--- src/rtl/multi_edge_detect_pkg.sv ---
// multi_edge_detect_pkg: shared constants for the multi-channel edge detector.
//   MODE_*  : per-channel 2-bit mode encoding (bit0 = rising, bit1 = falling)
//   sat_max : all-ones value for a counter of the given width (saturation limit)
package multi_edge_detect_pkg;

  localparam logic [1:0] MODE_OFF  = 2'b00;
  localparam logic [1:0] MODE_RISE = 2'b01;
  localparam logic [1:0] MODE_FALL = 2'b10;
  localparam logic [1:0] MODE_BOTH = 2'b11;

  function automatic logic [31:0] sat_max(input int unsigned w);
    return (w >= 32) ? 32'hFFFF_FFFF : ((32'd1 << w) - 32'd1);
  endfunction

endpackage

--- src/rtl/edge_chan.sv ---
// edge_chan: one channel of multi_edge_detect.
//   din          : asynchronous input level
//   mode[1:0]    : off / rise / fall / both qualification of evt
//   clr          : synchronous clear of sticky and cnt
//   rise, fall   : registered one-cycle edge pulses (mode-independent)
//   evt          : registered one-cycle pulse for a mode-qualified edge
//   sticky, cnt  : event history, updated from the registered evt
// Optional macro MULTI_EDGE_DETECT_DEBOUNCE_EN inserts a DB_CYCLES
// stability filter between the synchroniser and the edge logic.
module edge_chan
  import multi_edge_detect_pkg::*;
#(
  parameter int SYNC_STAGES = 2,
  parameter int CNT_W       = 8,
  parameter int DB_CYCLES   = 4
) (
  input  logic             clk,
  input  logic             rst_n,
  input  logic             din,
  input  logic [1:0]       mode,
  input  logic             clr,
  output logic             rise,
  output logic             fall,
  output logic             evt,
  output logic             sticky,
  output logic [CNT_W-1:0] cnt
);

  localparam logic [CNT_W-1:0] CNT_MAX = CNT_W'(sat_max(CNT_W));

  if (SYNC_STAGES < 2 || CNT_W < 1 || DB_CYCLES < 1) begin : g_param_chk
    $error("edge_chan: illegal parameter value");
  end

  logic [SYNC_STAGES-1:0] sync;
  logic s, lvl, lvl_d, re, fe, rise_en, fall_en;

  always_ff @(posedge clk or negedge rst_n) begin
    if (!rst_n) sync <= '0;
    else        sync <= {sync[SYNC_STAGES-2:0], din};
  end
  assign s = sync[SYNC_STAGES-1];

`ifdef MULTI_EDGE_DETECT_DEBOUNCE_EN
  localparam int DB_W = $clog2(DB_CYCLES + 1);
  localparam logic [DB_W-1:0] DB_LAST = DB_W'(DB_CYCLES - 1);
  logic [DB_W-1:0] db_cnt;

  // lvl follows s only once s has disagreed with it for DB_CYCLES
  // consecutive cycles; any agreement restarts the count.
  always_ff @(posedge clk or negedge rst_n) begin
    if (!rst_n) begin
      lvl    <= 1'b0;
      db_cnt <= '0;
    end else if (s == lvl) begin
      db_cnt <= '0;
    end else if (db_cnt == DB_LAST) begin
      lvl    <= s;
      db_cnt <= '0;
    end else begin
      db_cnt <= db_cnt + 1'b1;
    end
  end
`else
  assign lvl = s;
`endif

  assign re = lvl & ~lvl_d;
  assign fe = ~lvl & lvl_d;

  always_comb begin
    rise_en = 1'b0;
    fall_en = 1'b0;
    case (mode)
      MODE_OFF:  begin rise_en = 1'b0; fall_en = 1'b0; end
      MODE_RISE: begin rise_en = 1'b1; fall_en = 1'b0; end
      MODE_FALL: begin rise_en = 1'b0; fall_en = 1'b1; end
      MODE_BOTH: begin rise_en = 1'b1; fall_en = 1'b1; end
      default:   begin rise_en = 1'b0; fall_en = 1'b0; end
    endcase
  end

  always_ff @(posedge clk or negedge rst_n) begin
    if (!rst_n) begin
      lvl_d  <= 1'b0;
      rise   <= 1'b0;
      fall   <= 1'b0;
      evt    <= 1'b0;
      sticky <= 1'b0;
      cnt    <= '0;
    end else begin
      lvl_d  <= lvl;
      rise   <= re;
      fall   <= fe;
      evt    <= (rise_en & re) | (fall_en & fe);
      // A simultaneous event beats the clear, so no event is lost.
      sticky <= evt | (sticky & ~clr);
      if (clr)                        cnt <= evt ? CNT_W'(1) : '0;
      else if (evt && cnt != CNT_MAX) cnt <= cnt + 1'b1;
    end
  end

endmodule

--- src/rtl/multi_edge_detect.sv ---
// multi_edge_detect: N independent synchronised edge detectors with
// per-channel mode qualification, sticky flags and saturating counters.
//   din[N]            : asynchronous inputs
//   mode[2N]          : channel i at mode[2i+1:2i]
//   clr[N]            : per-channel clear of sticky/cnt
//   rise/fall/evt[N]  : registered one-cycle pulses
//   sticky[N]         : latched event flags
//   cnt[N*CNT_W]      : channel i at cnt[(i+1)*CNT_W-1 : i*CNT_W]
// Optional macro MULTI_EDGE_DETECT_DEBOUNCE_EN enables per-channel debounce.
module multi_edge_detect
  import multi_edge_detect_pkg::*;
#(
  parameter int N           = 4,
  parameter int SYNC_STAGES = 2,
  parameter int CNT_W       = 8,
  parameter int DB_CYCLES   = 4
) (
  input  logic               clk,
  input  logic               rst_n,
  input  logic [N-1:0]       din,
  input  logic [2*N-1:0]     mode,
  input  logic [N-1:0]       clr,
  output logic [N-1:0]       rise,
  output logic [N-1:0]       fall,
  output logic [N-1:0]       evt,
  output logic [N-1:0]       sticky,
  output logic [N*CNT_W-1:0] cnt
);

  if (N < 1) begin : g_param_chk
    $error("multi_edge_detect: N must be >= 1");
  end

  for (genvar i = 0; i < N; i++) begin : g_chan
    edge_chan #(
      .SYNC_STAGES (SYNC_STAGES),
      .CNT_W       (CNT_W),
      .DB_CYCLES   (DB_CYCLES)
    ) u_chan (
      .clk    (clk),
      .rst_n  (rst_n),
      .din    (din[i]),
      .mode   (mode[2*i +: 2]),
      .clr    (clr[i]),
      .rise   (rise[i]),
      .fall   (fall[i]),
      .evt    (evt[i]),
      .sticky (sticky[i]),
      .cnt    (cnt[i*CNT_W +: CNT_W])
    );
  end

endmodule

--- config.mk ---
export PLATFORM = sky130hd
export DESIGN_NAME = multi_edge_detect
export DESIGN_NICKNAME = d
export VERILOG_FILES = /design/src/rtl/multi_edge_detect_pkg.sv /design/src/rtl/edge_chan.sv /design/src/rtl/multi_edge_detect.sv
export SDC_FILE = /design/constraint.sdc
export NUM_CORES = 1
export LEC_CHECK = 0
export BUFFER_PORTS_ARGS = -buffer_cell sky130_fd_sc_hd__buf_2
export CAP_MARGIN = 20
export CORE_MARGIN = 8
export CORE_UTILIZATION = 35
export CTS_BUF_LIST = sky130_fd_sc_hd__clkbuf_4 sky130_fd_sc_hd__clkbuf_8 sky130_fd_sc_hd__clkbuf_16
export DETAILED_ROUTE_END_ITERATION = 8
export GPL_ROUTABILITY_DRIVEN = 1
export HOLD_SLACK_MARGIN = 0.05
export SLEW_MARGIN = 30
export SYNTH_ARGS = -nofsm -noshare
export SYNTH_HDL_FRONTEND = slang
export SYNTH_SLANG_ARGS = --single-unit
--- constraint.sdc ---
create_clock -name clk -period 4.1 [get_ports clk]
set_clock_uncertainty 0.15 [all_clocks]
set_input_delay 0.41 -clock clk [delete_from_list [all_inputs] [get_ports clk]]
set_output_delay 0.41 -clock clk [all_outputs]
set_load 0.02 [all_outputs]
### Yosys cells after proc, flatten, opt, wreduce, memory -nomap -nowiden

Cells that the tools add are included.

* word-level logic and storage cells: 136
* input bits: 18
* flip-flop bits (word level): 60
* output and inout bits: 48

* add/sub/neg operators: 4
* bitwise gates (word level): 40
* multiplexer cells: 20
* reductions and logical operators: 28
* equal/unequal tests: 16

Operators by type and width (number)
* 2-to-1 mux 8 bit: 8
* adder 8 x 1 -> 8 bit (second input constant): 4
* inequality test 8 bit (second input constant): 4
* OR reduction 2 bit: 16
* bitwise AND 1 bit: 20
* equality test 2 bit (second input constant): 8
* case mux 1 bit (2 select lines): 8
* inverter 1 bit: 12
* equality test 2 x 1 -> 1 bit (second input constant): 4
* zero test 2 bit: 4
* bitwise OR 1 bit: 8
* nonzero test 2 bit: 4
* logical AND 1 bit: 4
* 2-to-1 mux 1 bit: 4

### Logic depth before layout (Yosys ltp)

* depth after elaboration: 5
* mapped depth: 5

### Modules after synthesis

Synthesis repeated with hierarchy kept, for this count alone.

* cell total of the unflattened synthesis: 252
* area, all modules: 2727.6 um^2

By module, submodules not included
* edge_chan: cells each 63, times used 4, area an instance 681.9 um^2, sequential area each 375.4 um^2

### Least setup slack after synthesis

No wires, ideal clock.

* kind: register to register
* from: reg g_chan[2].u_chan.cnt[0]
* to: reg g_chan[2].u_chan.cnt[1]
* cell stages (with the launch flop): 6
* arrival time: 1.433 ns
* buffers on the path: 0
* data required time: 3.820 ns
* library setup time: 0.130 ns
* setup slack: 2.386 ns
* path through: dfrtp_1 > ha_1 > nand4_1 > o21ai_0 > mux2i_1 > nor2_1

* longest elaborated chain between the ends: 3
* elaborated cells on any way between the ends: 6
* classes of those cells: 1 x add/sub; 1 x eq/ne; 2 x mux; 2 x reduce/logical

RTL lines
* start: declaration: RTL line edge_chan.sv:26 `output logic [CNT_W-1:0] cnt`
* start signal: assignment: RTL line edge_chan.sv:98 `if (clr) cnt <= evt ? CNT_W'(1) : '0;`
* start signal: assignment: RTL line edge_chan.sv:99 `else if (evt && cnt != CNT_MAX) cnt <= cnt + 1'b1;`
* adder 8 x 1 -> 8 bit / inequality test 8 bit (equally long branches): RTL line edge_chan.sv:99
* 2-to-1 mux 8 bit / logical AND 1 bit (equally long branches): RTL line edge_chan.sv:99
* 2-to-1 mux 8 bit / nonzero test 2 bit (equally long branches)

Several ways; a longest one is shown, not always the timed one. The select of a mux whose other input is x is not followed.
A chain may end at the register's enable or synchronous reset.

### Worst setup path in the final report

Same ends and word-level chain as after synthesis.

==> reports/results.ini <==
[sta]
max_freq_ghz=0.573
tns_ns=0
min_period_over_period_pct=42.6
worst_pin_slew_ns=0.518
slew_violations=0
relSlewSlack_pct=65.5
hold_violations=0
setup_viol=0
min_period_ns=1.75
rsz0062_at_grt=no

[drt]
first_iter_violations=53
vias=2017
vias_per_cell=4.91
antenna_left=0
drc=0
drt_wl_total_um=5510
firstDrtPassIters=4
routedWlPerCell_um=13.4

[clocking]
clock_latency_ns=0.32
clk_pin_slew_worst_paths_ns=0.07
root_buffer=clkbuf_8
cts_buffers=9
hold_buffers=4
postCtsSetupRepairBufs=0
cts_sinks=60
cts_buffer_depth=2
htreeDepth=3
cts_tree=built
ctsResizeCount=0

[yosys]
ys.flop_type=dfrtp_1
synth_edf_count=0
syn_inst=248
ys_ff_latch=60
syn_area_per_cell_um2=10.7
syn_nets=270
synthTopCellsByArea=dfrtp_1 57%, buf_4 4.8%, nor2_1 3.4%
syn-cell-area_um2=2650
synthArstFlopShare_pct=100
yosysWarnings=0
ys_seq_area_share_pct=56.7
synth_top_area_cell=dfrtp_1
synth_top_area_share_pct=56.7
synth.distinct_cells=40

[layout]
seq_area_um2=1500
finalNonFillerCells=411
final_nets=331
fillCellCount=744
final_layout_size_suffix_gt1_share_pct=27.6
multiInputGateArea_um2=980
antenna_cells=0
layout_commonest_cell=buf_2
final_cell_mix=64 x buf_2, 60 x dfrtp_1, 24 x nor2_1
fin_area_um2=3210
areaGrowthSynthToFinish_pct=21.1

[placed_design]
dp_hpwl_um=4010
place.gp.congestion=0.840
placed_cell_area_um2=2960
dp_cells=392
port_buffers=65

[worst_setup_path]
cp_slowest_cell=dfrtp_1
cp.required_ns=4.15
path_max_fanout=6
criticalPathCategory=flip-flop to flip-flop
cp_slowest_stage_delay_ns=0.43
crit_arrival_ns=1.79
crit_path_end_kind=flip-flop
crit_path_start_kind=flip-flop
path_cells=ha_1 > nand4_1 > o21ai_0 > mux2i_1 > nor2_1

[grt]
antenna_found_initial=0
grt_max_degree=42
met2_usage_pct=18.0
grt_pass1_vias=2076
gr-total-overflow=0
grt_pass1_wl_um=9510
top_usage_layer=met2
grt_usage_pct=11.4
grt_use_met3_pct=4.66
use_met1_pct=13.8

[floorplanning]
core_um2=7290
dieWidth_um=103
num_rows=31
ioPinCount=66
die_area_um2=10600
start_util_pct=36.3
die_h_um=103

[pwr]
ir_drop_mv=0.160
power_density_nw_per_um2=397
power.leakage_nw=1.58
power_mw=1.27

[job]
drv_cap=0

[run_status]
status=completed

[min_path]
worstHoldPathType=primary input to flip-flop

## final timing paths
path	to	from	cells past startpoint	slack, ns
max	g_chan[2].u_chan.cnt[1]$_DFFE_PN0P_	g_chan[2].u_chan.cnt[0]$_DFFE_PN0P_	5	2.35
min	g_chan[2].u_chan.evt$_DFF_PN0_	mode[5]	2	0.16
max reg2reg	g_chan[2].u_chan.cnt[1]$_DFFE_PN0P_	g_chan[2].u_chan.cnt[0]$_DFFE_PN0P_	5	2.35
min reg2reg	g_chan[0].u_chan.sync[1]$_DFF_PN0_	g_chan[0].u_chan.sync[0]$_DFF_PN0_	0	0.20
max in group asynchronous	g_chan[0].u_chan.cnt[7]$_DFFE_PN0P_	rst_n	3	2.68
min in group asynchronous	g_chan[2].u_chan.cnt[3]$_DFFE_PN0P_	rst_n	2	0.47
## critical path: cells and delay by family (launching register included)
family | cells | cell delay, ns
flip-flops | 1 | 0.43
AO/OA/AOI/OAI | 1 | 0.32
adder cells (fa/ha/maj) | 1 | 0.26
AND/OR/NAND/NOR | 2 | 0.24
multiplexers | 1 | 0.23
## cells in the mapped netlist, types with 3 or more instances
master	instances
inv_1	6
nand4_1	7
a31oi_1	3
nor2b_1	10
mux2i_1	8
a21o_1	3
and4_1	5
dfrtp_1	60
a311oi_1	3
nand2_1	14
o21ai_0	11
clkbuf_1	3
nor3_1	8
a22o_1	4
nand3_1	15
a21oi_1	15
buf_4	17
nor2_1	24
ha_1	4
## flip-flops by register name, summed over array words and instances, names as in the netlist
| signal | cells |
|---|---|
| g_chan.u_chan.cnt | 32 |
| g_chan.u_chan.sync | 8 |
| g_chan.u_chan.evt | 4 |
| g_chan.u_chan.fall | 4 |
| g_chan.u_chan.lvl_d | 4 |
| g_chan.u_chan.rise | 4 |
| g_chan.u_chan.sticky | 4 |
## where the power goes
group	total [mW]	switching, mW	internal, mW
clock network	0.521	0.208	0.313
registers	0.641	0.0233	0.618
logic	0.111	0.0679	0.0432
## cell families (layout without fill, tap and decap cells)
| group | after synthesis | in the layout | synth area share [%] |
|---|---|---|---|
| AND/OR/NAND/NOR | 96 | 96 | 19.0 |
| multiplexers | 8 | 8 | 3.02 |
| XOR/XNOR | 2 | 2 | 0.662 |
| AO/OA/AOI/OAI | 51 | 51 | 12.4 |
| buffers and inverters | 27 | 91 | 6.29 |
| adder cells (fa/ha/maj) | 4 | 4 | 1.89 |
| flip-flops | 60 | 60 | 56.7 |
## layout make-up
class / count / share of cell area [%]
Sequential cell: 60 / 46.8
Multi-Input combinational cell: 161 / 30.6
Timing Repair Buffer: 71 / 12.0
Clock buffer: 12 / 4.96
Tap cell: 99 / 3.86
Clock inverter: 2 / 1.09
Inverter: 6 / 0.702
## per-layer routing
layer	vias to the layer above	part of all wire, %
met5	-	0
met2	46	46
li1	999	-
met3	5	6.8
met4	0	0.93
met1	967	46
## stage by stage
step	setup WS [ns]	utilization, %	hold slack, ns
after floorplan	2.39	-	-0.0356
after global placement	2.43	40.6	0.183
after detailed placement	2.37	40.6	0.189
after CTS	2.36	43.8	0.100
after global routing	2.19	44.0	0.136
final	2.35	44.0	0.161
Note: power is estimated with default switching activity, not from simulation.
